$ cat src/rtl/dec_3x8_seq.sv
// Sequenced 3-to-8 decoder: buffers 3-bit indices in a FIFO and drives each one
// as an active-low pulse of HOLD cycles on Y, followed by GAP idle cycles.
module dec_3x8_seq #(
  parameter int HOLD  = 4,
  parameter int GAP   = 1,
  parameter int DEPTH = 4
) (
  input  logic                         clk,
  input  logic                         rst_n,
  input  logic                         en,
  input  logic [2:0]                   I,
  input  logic                         I_valid,
  output logic                         I_ready,
  output logic [7:0]                   Y,
  output logic                         busy,
  output logic [$clog2(DEPTH+1)-1:0]   level,
  output logic [1:0]                   dbg_state
);

  localparam int LW = $clog2(DEPTH + 1);
  localparam int PW = $clog2(DEPTH);

  typedef enum logic [1:0] {
    S_IDLE  = 2'd0,
    S_DRIVE = 2'd1,
    S_GAP   = 2'd2
  } state_e;

  // Handshake: a push happens at a rising edge when I_valid && I_ready; I_ready
  // depends only on registered state and en, never on I_valid.
  state_e          state_q, state_d;
  logic [7:0]      cnt_q, cnt_d;
  logic [7:0]      y_q, y_d;
  logic [LW-1:0]   lvl_q, lvl_d;
  logic [PW-1:0]   rd_q, rd_d;
  logic [PW-1:0]   wr_q, wr_d;
  logic            live_q, live_d;
  logic [2:0]      mem_q [DEPTH];
  logic [2:0]      mem_d [DEPTH];

  logic            push;
  logic            pop;
  logic [2:0]      head;
  logic [7:0]      y_start;

  assign head    = mem_q[rd_q];
  assign y_start = ~(8'd1 << head);
  assign I_ready = live_q && !en && (lvl_q < LW'(DEPTH));
  assign push    = I_valid && I_ready;

  always_comb begin
    state_d = state_q;
    cnt_d   = cnt_q;
    y_d     = y_q;
    pop     = 1'b0;
    live_d  = 1'b1;
    if (en) begin
      state_d = S_IDLE;
      cnt_d   = 8'd0;
      y_d     = 8'hFF;
    end else begin
      case (state_q)
        S_IDLE: begin
          y_d = 8'hFF;
          if (lvl_q != '0) begin
            pop     = 1'b1;
            y_d     = y_start;
            cnt_d   = 8'(HOLD - 1);
            state_d = S_DRIVE;
          end
        end
        S_DRIVE: begin
          if (cnt_q == 8'd0) begin
            y_d     = 8'hFF;
            cnt_d   = 8'(GAP - 1);
            state_d = S_GAP;
          end else begin
            cnt_d = cnt_q - 8'd1;
          end
        end
        S_GAP: begin
          y_d = 8'hFF;
          if (cnt_q == 8'd0) begin
            // Chain straight into the next pulse so the period is HOLD+GAP.
            if (lvl_q != '0) begin
              pop     = 1'b1;
              y_d     = y_start;
              cnt_d   = 8'(HOLD - 1);
              state_d = S_DRIVE;
            end else begin
              state_d = S_IDLE;
            end
          end else begin
            cnt_d = cnt_q - 8'd1;
          end
        end
        default: begin
          state_d = S_IDLE;
          y_d     = 8'hFF;
          cnt_d   = 8'd0;
        end
      endcase
    end
  end

  always_comb begin
    mem_d = mem_q;
    rd_d  = rd_q;
    wr_d  = wr_q;
    lvl_d = lvl_q;
    if (en) begin
      rd_d  = '0;
      wr_d  = '0;
      lvl_d = '0;
    end else begin
      if (push) begin
        mem_d[wr_q] = I;
        wr_d        = wr_q + PW'(1);
      end
      if (pop) begin
        rd_d = rd_q + PW'(1);
      end
      lvl_d = lvl_q + LW'(push) - LW'(pop);
    end
  end

  always_ff @(posedge clk or negedge rst_n) begin
    if (!rst_n) begin
      state_q <= S_IDLE;
      cnt_q   <= 8'd0;
      y_q     <= 8'hFF;
      lvl_q   <= '0;
      rd_q    <= '0;
      wr_q    <= '0;
      live_q  <= 1'b0;
      for (int i = 0; i < DEPTH; i++) mem_q[i] <= 3'd0;
    end else begin
      state_q <= state_d;
      cnt_q   <= cnt_d;
      y_q     <= y_d;
      lvl_q   <= lvl_d;
      rd_q    <= rd_d;
      wr_q    <= wr_d;
      live_q  <= live_d;
      mem_q   <= mem_d;
    end
  end

  assign Y         = y_q;
  assign level     = lvl_q;
  assign busy      = (state_q != S_IDLE) || (lvl_q != '0);
  assign dbg_state = state_q;

endmodule

$ cat config.mk
export PLATFORM = sky130hd
export DESIGN_NAME = dec_3x8_seq
export DESIGN_NICKNAME = d
export VERILOG_FILES = /design/src/rtl/dec_3x8_seq.sv
export SDC_FILE = /design/constraint.sdc
export NUM_CORES = 1
export LEC_CHECK = 0
export CORE_MARGIN = 3
export CORE_UTILIZATION = 45
export DETAILED_ROUTE_END_ITERATION = 8
export HOLD_SLACK_MARGIN = 0.15
export PLACE_DENSITY = 0.66
export SYNTH_ARGS = -nofsm -noshare
export SYNTH_HDL_FRONTEND = slang
export SYNTH_SLANG_ARGS = --single-unit
export TNS_END_PERCENT = 30
$ cat constraint.sdc
create_clock -name clk -period 3.3 [get_ports clk]
set_input_delay 0.66 -clock clk [delete_from_list [all_inputs] [get_ports clk]]
set_output_delay 0.66 -clock clk [all_outputs]
set_load 0.1 [all_outputs]
==> results of run 1 <==
power groups by stage:
stage / Sequential, W / Clock (W) / Combinational [W]
after floorplan: 0.000984 / 0 / 0.000897
after global placement: 0.000752 / 0 / 0.00135
after CTS: 0.000754 / 0.000405 / 0.00142
after detailed placement: 0.000762 / 0 / 0.00141
after global routing: 0.000783 / 0.000425 / 0.00152
final: 0.000755 / 0.000394 / 0.00142
layout make-up:
class / count / area share, %
tap: 50 / 2.61
clock buffer: 5 / 2.87
sequential: 38 / 40.1
timing repair buffer: 26 / 9.30
multi-input combinational: 125 / 41.5
clock inverter: 3 / 1.88
inverter: 11 / 1.72
per-stage QoR:
| step | area, sq um | hold WS (ns) | instances | setup WS, ns |
|---|---|---|---|---|
| 3_3_place_gp | 2280 | 0.482 | 250 | 0.414 |
| 6_report | 2400 | 0.508 | 258 | 0.404 |
| 5_1_grt | 2400 | 0.521 | 258 | 0.147 |
| 2_1_floorplan | 2030 | 0.364 | 181 | 0.200 |
| 3_5_place_dp | 2280 | 0.493 | 250 | 0.361 |
| 4_1_cts | 2400 | 0.510 | 258 | 0.410 |
sequential cells by signal, summed over array words and instances (netlist names):
name / count
live_q: 1
rd_q: 2
Y: 8
dbg_state: 2
wr_q: 2
level: 3
mem_q: 12
cnt_q: 8
routing by layer:
metal	part of all wire [%]	global-route usage, %
met2	54	30.0
met3	3.6	3.58
met5	0	0
met4	1.7	7.38
met1	41	20.8
logic make-up (layout without fill, tap and decap cells):
kind of cell	Yosys count	in the layout	share of synthesized area, %
fa+ha+maj	9	9	5.92
buf+inv	18	45	3.88
other cells	1	1	0.185
simple gates	58	58	16.6
flops	38	38	47.3
compound gates	38	38	14.2
xor+xnor	3	3	1.29
mux	16	16	10.5
placed cells by master (no fill, tap or decap), drive strengths merged, types with 2 or more instances in the layout:
master	instances
or3	4
nor3	4
a31oi	3
inv	11
a21oi	7
a2bb2oi	4
nor2	18
o32a	4
nand3	4
nor2b	2
clkinvlp	2
mux2	13
buf	20
a211oi	2
nor3b	2
dfstp	8
dfrtp	30
nand2	11
clkbuf	5
or4	2
mux4	3
a221oi	2
ha	8
nand3b	3
xnor2	2
clkdlybuf4s50	6
o21ai	5
how the worst max path moves through the flow:
stage / start / to / slack, ns / depth (start not counted)
after detailed placement: en / level[2] / 0.36 / 11
after CTS: cnt_q[0] / level[2] / 0.41 / 13
final: cnt_q[0] / level[2] / 0.40 / 13
after global placement: en / level[2] / 0.41 / 11
after floorplan: dbg_state[1] / level[2] / 0.20 / 11
after global routing: cnt_q[0] / level[2] / 0.15 / 13
critical path, delay by kind of cell (launching register included):
| kind | cells | cell delay, ns |
|---|---|---|
| AOI/OAI and AO/OA | 1 | 0.33 |
| xor gates and xnor gates | 2 | 0.29 |
| adders and majority gates | 4 | 0.88 |
| buffers and inverters | 3 | 0.21 |
| DFF | 1 | 0.45 |
| and+or+nand+nor | 3 | 0.62 |
==> reports/qor.txt, run 1 <==
Root Driver - clkbuf_8
DIE AREA - 5350 sq um
CP cell instances - inv_1 > ha_1 > nor4b_4 > a21boi_0 > nor2_1 > ha_1 > inv_1 > ha_1 > inv_1 > fa_1 > xor2_1 > xnor2_1 > nor2_1
Pint - 0.00131 W
Worst skew pair latency - 0.29 ns
DR WL/cell - 16.4 microns
Multi-input logic area - 995 sq um
Pre-antenna DRT Iters - 4
Diodes inserted - 0
Antenna violations before repair - 0
Max Cap Viol - 0
Flops & latches, synth - 38
Status - completed
CP max FO - 8
Crit. End Element - flop
Register area - 961 sq um
Largest net degree at the start of global routing - 39
Clock power share - 15.3%
Total GRT Usage - 17.4%
Cells after Synth - 181
Area grow syn2layout - 18.1%
TritonCTS clock tree - done
Sequential share of the synthesized area - 47.3%
Post-DP HPWL - 3130 microns
Hold crit path type - reg2reg
Hold-fix buffers, CTS - 0
Min cycle time layout - 2.90 ns
Fill cells - 368
Fmax - 0.345 GHz
Share of cells above drive strength 1 - 28.4%
Grt ovf - 0
Yosys warns - 0
CTS buffer count - 5
Vias per cell - 5.83
Worst rel slew slack - 58.8%
Post-synth top cells - dfrtp_1 (30), nor2_1 (18), mux2_2 (13)
R2R cell count - 13
Die height - 73.2 microns
RSZ-0062 raised after global routing - no
Avg Cell Area, Syn - 11.2 sq um
Critical R2R Capture - level[2]
DRC errors left - 0
WS Path Type - reg2reg
Final core occ - 57.4%
Share of power burned in registers - 29.4%
Core ar. - 4170 sq um
CTS Sinks - 38
Vias - 1503
Final Max Tran Viols - 0
Crit share post-route - 87.8%
Postcts setup bufs - 0
Rows - 23
Top cell type's share of synthesized area - 37.0%
Slowest cell on crit path - dfrtp_1
Routed Antenna Nets - 0
R2r startpoint - cnt_q[0]
Min-Delay Endpoint - Y[0]
Clk buf depth - 2
Ranking of synthesized cells by area - dfrtp_1 (37%), dfstp_2 (10%), mux2_2 (7.2%)
Design Power - 0.00256 W
Starting Density - 48.6%
H-tree depth - 2
Nets - 223
Primary FF master, synth - dfrtp_1
Clk_skew - 0.00751 ns
Top-count cell post-synth - dfrtp_1
Worst VDD drop - 0.429 mV
Worst hold start - Y[0]
Input/output buffers - 21
WP data required - 3.48 ns
Hold path depth - 1
Power density cells - 1070 nW/um^2
Die W - 73.2 microns
Switching pwr - 0.00126 W
Drt initial violations - 95
Switching Fraction - 49.0%
Crit path largest cell delay - 0.45 ns
Clk slew on worst S/H paths - 0.08 ns
Cell taking the most area after synthesis - dfrtp_1
Endpoints failing setup - 0
Number of global-route vias before repair - 1553
Mapped Nets - 197
Total Wirelength - 4240 microns
Io pins - 22
Post-synth EDFFs - 0
Logic pwr share - 55.2%
Slew @ Worst Pin - 0.613 ns
Post-synthesis cell area - 2030 sq um
Final Hold Viols - 0
Sum Neg Setup Slack - 0 ns
R2r setup slk - 0.40 ns
# resized after CTS - 0
Yosys cell types - 49
RD Place Congestion - 0.811
First-pass GRT wire length - 7180 microns
Leakage - 1.04 nW
Ys async rst share - 100%
WP data arrival - 3.08 ns
CP startpoint kind - flop
No activity file was read; power rests on OpenSTA's default activity.
==> inputs of run 2 (changes only) <==
RECOVER_POWER = 100   (was not set)
==> run 2 against run 1 <==
Against the previous run:
- the flow now finishes with violations (capacitance limit, slew limit)
- register-to-register slack about the same
- core utilization shrank 2.0 points
- die area stayed put
- critical path depth unchanged
- critical path type unchanged
- largest power group unchanged
- highest routed layer unchanged
==> reports/qor.txt, run 2 (synthesis gave the netlist of run 1 again) <==
Leakage - 0.986 nW (-5.3%)
Max FFs per register - 12 (unchanged)
First-pass GRT wire length - 7180 microns (unchanged)
Total Wirelength - 4230 microns (-0.35%)
Hold path depth - 1 (unchanged)
Vias - 1500 (-0.20%)
Drt initial violations - 72 (-24%)
Clk_skew - 0.00641 ns (-0.00110 ns)
Die height - 73.2 microns (unchanged)
Postcts setup bufs - 0 (unchanged)
Routed Antenna Nets - 0 (unchanged)
Grt ovf - 0 (unchanged)
Hold crit path type - reg2reg
Failing checks - capacitance limit, slew limit
Root Driver - clkbuf_8
Commonest non-fill, non-tap cell in the layout - dfrtp_1
Crit path largest cell delay - 0.53 ns (+0.08 ns)
CP startpoint kind - flop
Max Cap Viol - 1 (+1)
Diodes inserted - 0 (unchanged)
Critical R2R Capture - level[2]
RSZ-0062 raised after global routing - no
Core ar. - 4170 sq um (unchanged)
Endpoints failing setup - 0 (unchanged)
Top reg by flops - mem_q
WS Path Type - reg2reg
Die W - 73.2 microns (unchanged)
Starting Density - 48.6% (unchanged)
Clk slew on worst S/H paths - 0.08 ns (about the same)
Slew @ Worst Pin - 2.01 ns (+1.40 ns)
WP data arrival - 3.06 ns (-0.02 ns)
Worst rel slew slack - -34.3% (-93 points)
Area grow syn2layout - 14.0%
Number of global-route vias before repair - 1553 (unchanged)
R2R cell count - 13 (unchanged)
Antenna violations before repair - 0 (unchanged)
RD Place Congestion - 0.811 (unchanged)
Fmax - 0.347 GHz (+0.46%)
Clk buf depth - 2 (unchanged)
Crit share post-route - 87.4% (-0.40 points)
Crit. End Element - flop
Worst hold start - Y[0]
Most frequent cells in the layout - dfrtp_1 (30), nor2_1 (18), clkbuf_1 (15)
Sum Neg Setup Slack - 0 ns (unchanged)
Share of cells above drive strength 1 - 19.7% (-8.7 points)
Nets - 223 (unchanged)
CTS Sinks - 38 (unchanged)
Power density cells - 1070 nW/um^2 (+0.41%)
Worst skew pair latency - 0.29 ns (about the same)
DRC errors left - 0 (unchanged)
Input/output buffers - 21 (unchanged)
# resized after CTS - 0 (unchanged)
Min cycle time layout - 2.88 ns (-0.0132 ns)
WP data required - 3.48 ns (about the same)
Final Hold Viols - 0 (unchanged)
Status - complete, but fails checks
R2r startpoint - cnt_q[0]
Total GRT Usage - 17.4% (unchanged)
CP cell instances - inv_1 > ha_1 > nor4b_4 > a21boi_0 > nor2_1 > ha_1 > inv_1 > ha_1 > inv_1 > fa_1 > xor2_1 > xnor2_1 > nor2_1
Final Max Tran Viols - 39 (+39)
R2r setup slk - 0.42 ns (about the same)
Worst VDD drop - 0.409 mV (-4.8%)
DIE AREA - 5350 sq um (unchanged)
Min-Delay Endpoint - Y[0]
H-tree depth - 2 (unchanged)
Io pins - 22 (unchanged)
Rows - 23 (unchanged)
CTS buffer count - 5 (unchanged)
Post-DP HPWL - 3130 microns (unchanged)
Hold-fix buffers, CTS - 0 (unchanged)
DR WL/cell - 16.4 microns (-0.35%)
CP max FO - 8 (unchanged)
Slowest cell on crit path - a21boi_0
Worst Hold Margin - 0.506 ns (-0.00213 ns)
Vias per cell - 5.81 (-0.20%)
Largest net degree at the start of global routing - 39 (unchanged)
Pre-antenna DRT Iters - 4 (unchanged)
TritonCTS clock tree - done
[run 2: cell types whose count changed in the layout (fill, tap and decap cells not counted)]
cell,delta
a21oi_1,+1
a21oi_2,-1
buf_4,-16
clkbuf_1,+15
clkbuf_2,+1
clkdlybuf4s50_1,-2
dlygate4sd3_1,+2
nand4_1,+1
nand4_4,-1
nor3b_1,+1
nor3b_2,-1
[run 2: area by class of cell]
class                      count  area [sq um]
fill                         375          1860
multi-input combinational    125           971
sequential                    38           961
timing repair buffer          26           164
clock buffer                   5          68.8
tap                           50          62.6
clock inverter                 3          45.0
inverter                      11          41.3
[run 2: layer usage]
layer | track usage [%] | vias to the layer above | share of wire (%)
li1 | - | 712 | -
met1 | 20.8 | 756 | 42
met2 | 30.0 | 25 | 54
met3 | 3.58 | 7 | 2.8
met4 | 7.38 | 0 | 1.4
met5 | 0 | - | 0
[run 2: worst max path at each step]
stage / startpoint / end / slack (ns) / cells past startpoint
finish: cnt_q[0] / level[2] / 0.42 / 13
global route: cnt_q[0] / level[2] / 0.18 / 13
CTS: cnt_q[0] / level[2] / 0.41 / 13
detailed placement: en / level[2] / 0.36 / 11
global placement: en / level[2] / 0.41 / 11
floorplan: dbg_state[1] / level[2] / 0.20 / 11
[run 2: critical path: cells and delay by family, from the launching register on]
kind / cells / cell delay [ns]
and+or+nand+nor: 3 / 0.32
AOI/OAI and AO/OA: 1 / 0.53
DFF: 1 / 0.45
xor gates and xnor gates: 2 / 0.29
adders and majority gates: 4 / 0.99
buffers and inverters: 3 / 0.19
[run 2: report_power, final]
group,internal [W],switching (W),total [W],leakage (nW)
logic,0.000435,0.000908,0.00134,0.453
registers,0.000600,0.000152,0.000752,0.482
clock network,0.000225,0.000166,0.000391,0.0504
[run 2: stage by stage]
step / area (sq um) / utilization (%) / power [W] / cells / setup slack, ns
floorplan: 2030 / - / 0.00188 / 181 / 0.200
global placement: 2280 / 54.7 / 0.00211 / 250 / 0.414
detailed placement: 2280 / 54.7 / 0.00217 / 250 / 0.361
CTS: 2400 / 57.4 / 0.00258 / 258 / 0.410
global route: 2310 / 55.4 / 0.00266 / 258 / 0.181
finish: 2310 / 55.4 / 0.00249 / 258 / 0.417
==> variant 1: new RTL, settings of run 1 <==
Change the parameter `DEPTH` from 4 to 8.
--- a/src/rtl/dec_3x8_seq.sv
+++ b/src/rtl/dec_3x8_seq.sv
@@ -3,7 +3,7 @@
 module dec_3x8_seq #(
   parameter int HOLD  = 4,
   parameter int GAP   = 1,
-  parameter int DEPTH = 4
+  parameter int DEPTH = 8
 ) (
   input  logic                         clk,
   input  logic                         rst_n,
Ports: changed (resized level); port bits go from 22 to 23. The function was not compared with the original's and may differ.
==> variant 1 against run 1 <==
  * Maximum frequency up 4.5%
  * Sequential cell count up 15
  * Power up 20%
  * Cell area up 33%
  * Die area up 36%
  * Synthesized area up 39%
  * Routed wire length up 22%
  * First-iteration DRC count unchanged
  * Worst setup slack better by 0.12 ns
  * Count of clock-buffer cells in the layout up 1
  * Critical endpoint is now level[1]$_DFF_PN0_
==> variant 1: results (changes against run 1) <==
| Metric | Value |
|---|---|
| Top cells by count, synth | `dfrtp_1, nor2_1, a21oi_1, mux2_2, inv_1 (was dfrtp_1, nor2_1, mux2_2)` |
| Met3 Track Usage GR | `0.0359 (was 0.0358)` |
| Critical-path maximum fanout | `6 (was 8)` |
| Met1 GRT Util | `0.219 (was 0.208)` |
| CP arrival | `2.96 ns (was 3.08 ns)` |
| Slowest CP cell | `or4b_4 (was dfrtp_1)` |
| RR Endpoint | `level[1]$_DFF_PN0_ (was level[2]$_DFF_PN0_)` |
| Status | `completed (unchanged)` |
| Max reg flops | `24 (was 12)` |
| Grt met2 use | `0.256 (was 0.300)` |
| Worst hold path type | `primary input to asynchronous set/reset pin (was register to register)` |
| Tot GR Track Use | `0.158 (was 0.174)` |
| Synth area leaders | `dfrtp_1, mux2_2, dfstp_2 (was dfrtp_1, dfstp_2, mux2_2)` |
| Fin nets | `280 (was 223)` |
| Placed cell areas | `3080 sq um (was 2280 sq um)` |
| R2r setup slk | `0.53 ns (was 0.40 ns)` |
| FF/Latch Area | `1340 sq um (was 961 sq um)` |
| Filler cells | `527 (was 368)` |
| Worst slack, placed | `0.358 ns (was 0.361 ns)` |
| Final hold slack | `0.272 ns (was 0.508 ns)` |
| Total wire length | `5200 um (was 4240 um)` |
| Seq/Total Area, Yosys | `0.472 (was 0.473)` |
| First-pass GRT wire length | `9140 um (was 7180 um)` |
| Vias in the first global route | `1,830 (was 1,553)` |
| Met1 wire length | `2520 um (was 1730 um)` |
| GP Congestion | `0.751 (was 0.811)` |
| Worst R2R Path Depth | `11 (was 13)` |
| Max stage delay on crit path | `0.51 ns (was 0.45 ns)` |
| WL met2 | `2500 um (was 2290 um)` |
| Max_slew headroom | `0.519 (was 0.588)` |
| Synth Instances | `240 (was 181)` |
| Met3 WL | `144 um (was 154 um)` |
| Hpwl dp | `3870 um (was 3130 um)` |
| Worst IR drop on VDD | `0.607 mV (was 0.429 mV)` |
| Placed Instances | `331 (was 250)` |
| Clock Skews | `0.00497 ns (was 0.00751 ns)` |
| Static leakage | `1.40 nW (was 1.04 nW)` |
| Buffers on Ports | `22 (was 21)` |
-- variant 1: kinds of logic after synthesis --
group                      count (synthesis)  synth area share
AOI/OAI and AO/OA                         43            0.0969
xor gates and xnor gates                   5            0.0155
adders and majority gates                 10            0.0469
buffers and inverters                     18            0.0327
DFF                                       53             0.472
muxes                                     33             0.154
other                                      1           0.00133
and+or+nand+nor                           77             0.180
-- variant 1: power breakdown --
part	internal, W	switching (W)	total, W	leakage [nW]
Sequential	0.000806	0.000171	0.000977	0.689
Combinational	0.000583	0.00105	0.00164	0.656
Clock	0.000247	0.000205	0.000452	0.0574
Total	0.00164	0.00143	0.00307	1.40
-- variant 1: worst register-to-register path: stages (launching register included) --
cell and delay [ns]:
dfrtp_1 0.44, inv_1 0.10, ha_1 0.16, or4b_4 0.51, o21ai_4 0.22, nand3b_4 0.15
inv_1 0.08, ha_1 0.22, inv_1 0.05, ha_1 0.18, fa_1 0.42, nor2b_1 0.13
-- variant 1: final cells by class --
cell class                 instances  share of cell area
tap                               75              0.0293
inverter                          10              0.0117
multi-input combinational        169               0.440
clock inverter                     2              0.0117
timing repair buffer              24              0.0634
sequential                        53               0.418
clock buffer                       6              0.0258
-- variant 1: how the worst min path moves through the flow --
stage,from,endpoint,cells past startpoint
floorplan,rst_n,cnt_q[0]$_DFF_PN0_,0
CTS,rst_n,live_q$_DFF_PN0_,1
global placement,mem_q[10]$_DFFE_PN0P_,mem_q[10]$_DFFE_PN0P_,1
detailed placement,mem_q[15]$_DFFE_PN0P_,mem_q[15]$_DFFE_PN0P_,1
finish,rst_n,level[1]$_DFF_PN0_,1
global route,rst_n,level[2]$_DFF_PN0_,1
==> variant 2: new RTL, settings of run 1 <==
Without the edit above. Make the reset (`rst_n`) synchronous in one clocked block.
--- a/src/rtl/dec_3x8_seq.sv
+++ b/src/rtl/dec_3x8_seq.sv
@@ -124,7 +124,7 @@
     end
   end
 
-  always_ff @(posedge clk or negedge rst_n) begin
+  always_ff @(posedge clk) begin
     if (!rst_n) begin
       state_q <= S_IDLE;
       cnt_q   <= 8'd0;
Check against the original RTL: differs if rst_n is asserted again (counterexample within 4 cycles, from zero or initial values and one cycle with rst_n low); with rst_n held inactive, the same outputs for 10 cycles.
==> variant 2 against run 1 <==
  * Cell area fell by 8.3%
  * Maximum frequency rose by 8.0%
  * Via count rose by 1.7%
  * Sequential share of layout area fell by 5.5 points
  * Worst hold slack got worse by 0.037 ns
  * Synthesized area fell by 6.3%
  * Routed wire length fell by 12%
  * Count of clock-buffer cells in the layout rose by 2
  * Worst setup slack improved by 0.21 ns
  * Sequential cell count did not move
  * Critical path type unchanged
  * Critical endpoint is now level[2]$_SDFF_PP0_
Power is not compared: it rests on default switching activity, and its combinational part moved more than twofold at a synthesized area within 25%.
==> variant 2: results (changes against run 1) <==
| Metric | Value |
|---|---|
| CTS root buf | `clkbuf_8 (unchanged)` |
| Post-CTS Setup Bufs | `0 (unchanged)` |
| RR Endpoint | `level[2]$_SDFF_PP0_ (was level[2]$_DFF_PN0_)` |
| H-tree depth | `2 (unchanged)` |
| CTS clk-pin slew, worst paths | `0.07 ns` |
| Critical-path maximum fanout | `8 (unchanged)` |
| Synth area leaders | `dfxtp_1, nand3_1, a21boi_0 (was dfrtp_1, dfstp_2, mux2_2)` |
| Worst R2R Path Depth | `12 (was 13)` |
| Initial antenna violation count | `0 (unchanged)` |
| GP Congestion | `0.714 (was 0.811)` |
| Status | `completed (unchanged)` |
| Seq/Total Area, Yosys | `0.400 (was 0.473)` |
| Hpwl dp | `2720 um (was 3130 um)` |
| Distinct cells, synth | `47 (was 49)` |
| Worst slack, placed | `0.350 ns (was 0.361 ns)` |
| Buffers on Ports | `21 (unchanged)` |
| Clock Skews | `0.00694 ns (was 0.00751 ns)` |
| First-pass GRT wire length | `6580 um (was 7180 um)` |
| Tot GR Track Use | `0.163 (was 0.174)` |
| Register name with the most flops | `mem_q (unchanged)` |
| Worst hold path type | `register to register (unchanged)` |
| Actual slew at the worst max-slew pin | `0.544 ns (was 0.613 ns)` |
| Post-cts resize count | `0 (unchanged)` |
| 1st-iter DRT viols | `148 (was 95)` |
| Hold-critical path depth | `2 (was 1)` |
| Filler cells | `376 (was 368)` |
| Clk_lat worst skew | `0.29 ns (about the same)` |
| CTS Buffer Depth | `2 (unchanged)` |
| Post-synth ARST share | `0 (was 1.00)` |
| Placed cell areas | `2120 sq um (was 2280 sq um)` |
| CTS buffer count | `5 (unchanged)` |
| Reg-to-Reg Start | `cnt_q[0]$_SDFF_PP0_ (was cnt_q[0]$_DFF_PN0_)` |
| Placed Instances | `275 (was 250)` |
| Synth Instances | `210 (was 181)` |
| Synth Flop Type | `dfxtp_1 (was dfrtp_1)` |
| Static leakage | `0.742 nW` |
| Final hold slack | `0.471 ns (was 0.508 ns)` |
| Top cells by count, synth | `dfxtp_1, nand2_1, nand3_1 (was dfrtp_1, nor2_1, mux2_2)` |
| Total wire length | `3740 um (was 4240 um)` |
| Detailed Routing Iterations Pass 1 | `4 (unchanged)` |
| Detailed-route via count | `1,529 (was 1,503)` |
| Min-delay src | `mem_q[10]$_SDFFE_PN0P_ (was Y[0]$_DFFE_PN1P_)` |
| Worst IR drop on VDD | `about 0.18 mV` |
| Net Count, Synth | `225 (was 197)` |
| Share of cells above drive strength 1 | `0.159 (was 0.284)` |
| Vias in the first global route | `1,434 (was 1,553)` |
| WHS Endpoint | `mem_q[10]$_SDFFE_PN0P_ (was Y[0]$_DFFE_PN1P_)` |
| CP arrival | `2.87 ns (was 3.08 ns)` |
| R2r setup slk | `0.62 ns (was 0.40 ns)` |
| Largest net degree at the start of global routing | `20 (was 39)` |
| Max reg flops | `12 (unchanged)` |
| Fin nets | `247 (was 223)` |
| Post-DR wirelength/cell | `13.3 um (was 16.4 um)` |
variant 2: changes by cell type in the layout (fill, tap and decap cells not counted), moves of 4 or more:
cell	change
dfxtp_1	+38
dfrtp_1	-30
a21boi_0	+11
dfstp_2	-8
nand3_1	+16
nand2_1	+9
o21ai_0	-4
mux2_2	-13
o21ai_1	+9
variant 2: critical path, cell delays in order (launching register included):
cell,delay [ns]
dfxtp_1,0.38
inv_1,0.06
ha_1,0.23
nor3b_2,0.20
a21boi_2,0.36
nor4_1,0.10
ha_1,0.29
inv_1,0.04
ha_1,0.18
fa_1,0.37
xnor2_1,0.19
xnor2_1,0.14
nor2_1,0.05
variant 2: kinds of logic (layout without fill, tap and decap cells):
family / Yosys count / after routing / share of synthesized area
AO/OA/AOI/OAI: 45 / 45 / 0.163
XOR/XNOR: 4 / 4 / 0.0184
adder cells (fa/ha/maj): 8 / 8 / 0.0566
buffers and inverters: 16 / 38 / 0.0375
flip-flops: 38 / 38 / 0.400
multiplexers: 4 / 4 / 0.0408
AND/OR/NAND/NOR: 95 / 95 / 0.284
variant 2: metal layers:
layer / wire (um) / GRT usage
met4: 81 / 0.0814
met2: 1610 / 0.246
met5: 0 / 0
met3: 152 / 0.0384
met1: 1900 / 0.219
variant 2: worst max path at each step:
| stage | from | to | slack [ns] | cells after the start |
|---|---|---|---|---|
| detailed placement | en | level[2]$_SDFF_PP0_ | 0.35 | 10 |
| global route | cnt_q[0]$_SDFF_PP0_ | level[2]$_SDFF_PP0_ | 0.41 | 12 |
| CTS | cnt_q[0]$_SDFF_PP0_ | level[2]$_SDFF_PP0_ | 0.59 | 12 |
| finish | cnt_q[0]$_SDFF_PP0_ | level[2]$_SDFF_PP0_ | 0.62 | 12 |
| global placement | en | level[2]$_SDFF_PP0_ | 0.42 | 10 |
| floorplan | dbg_state[1]$_SDFFE_PP0P_ | level[2]$_SDFF_PP0_ | 0.32 | 10 |
variant 2: cell type report:
type,instances,area (sq um),share of cell area
clock buffers,7,76.3,0.0347
multi-input cells,156,1080,0.492
flip-flops and latches,38,761,0.346
well taps,50,62.6,0.0285
inverters,8,30.0,0.0137
repair buffers,23,188,0.0854
variant 2: report_power, final:
group | leakage (nW) | total (W) | switching (W) | internal, W
Sequential | 0.307 | 0.000473 | 0.00000800 | 0.000465
Combinational | 0.396 | 0.000129 | 0.0000837 | 0.0000450
Clock | 0.0383 | 0.000303 | 0.000157 | 0.000146
Total | 0.742 | 0.000905 | 0.000249 | 0.000656
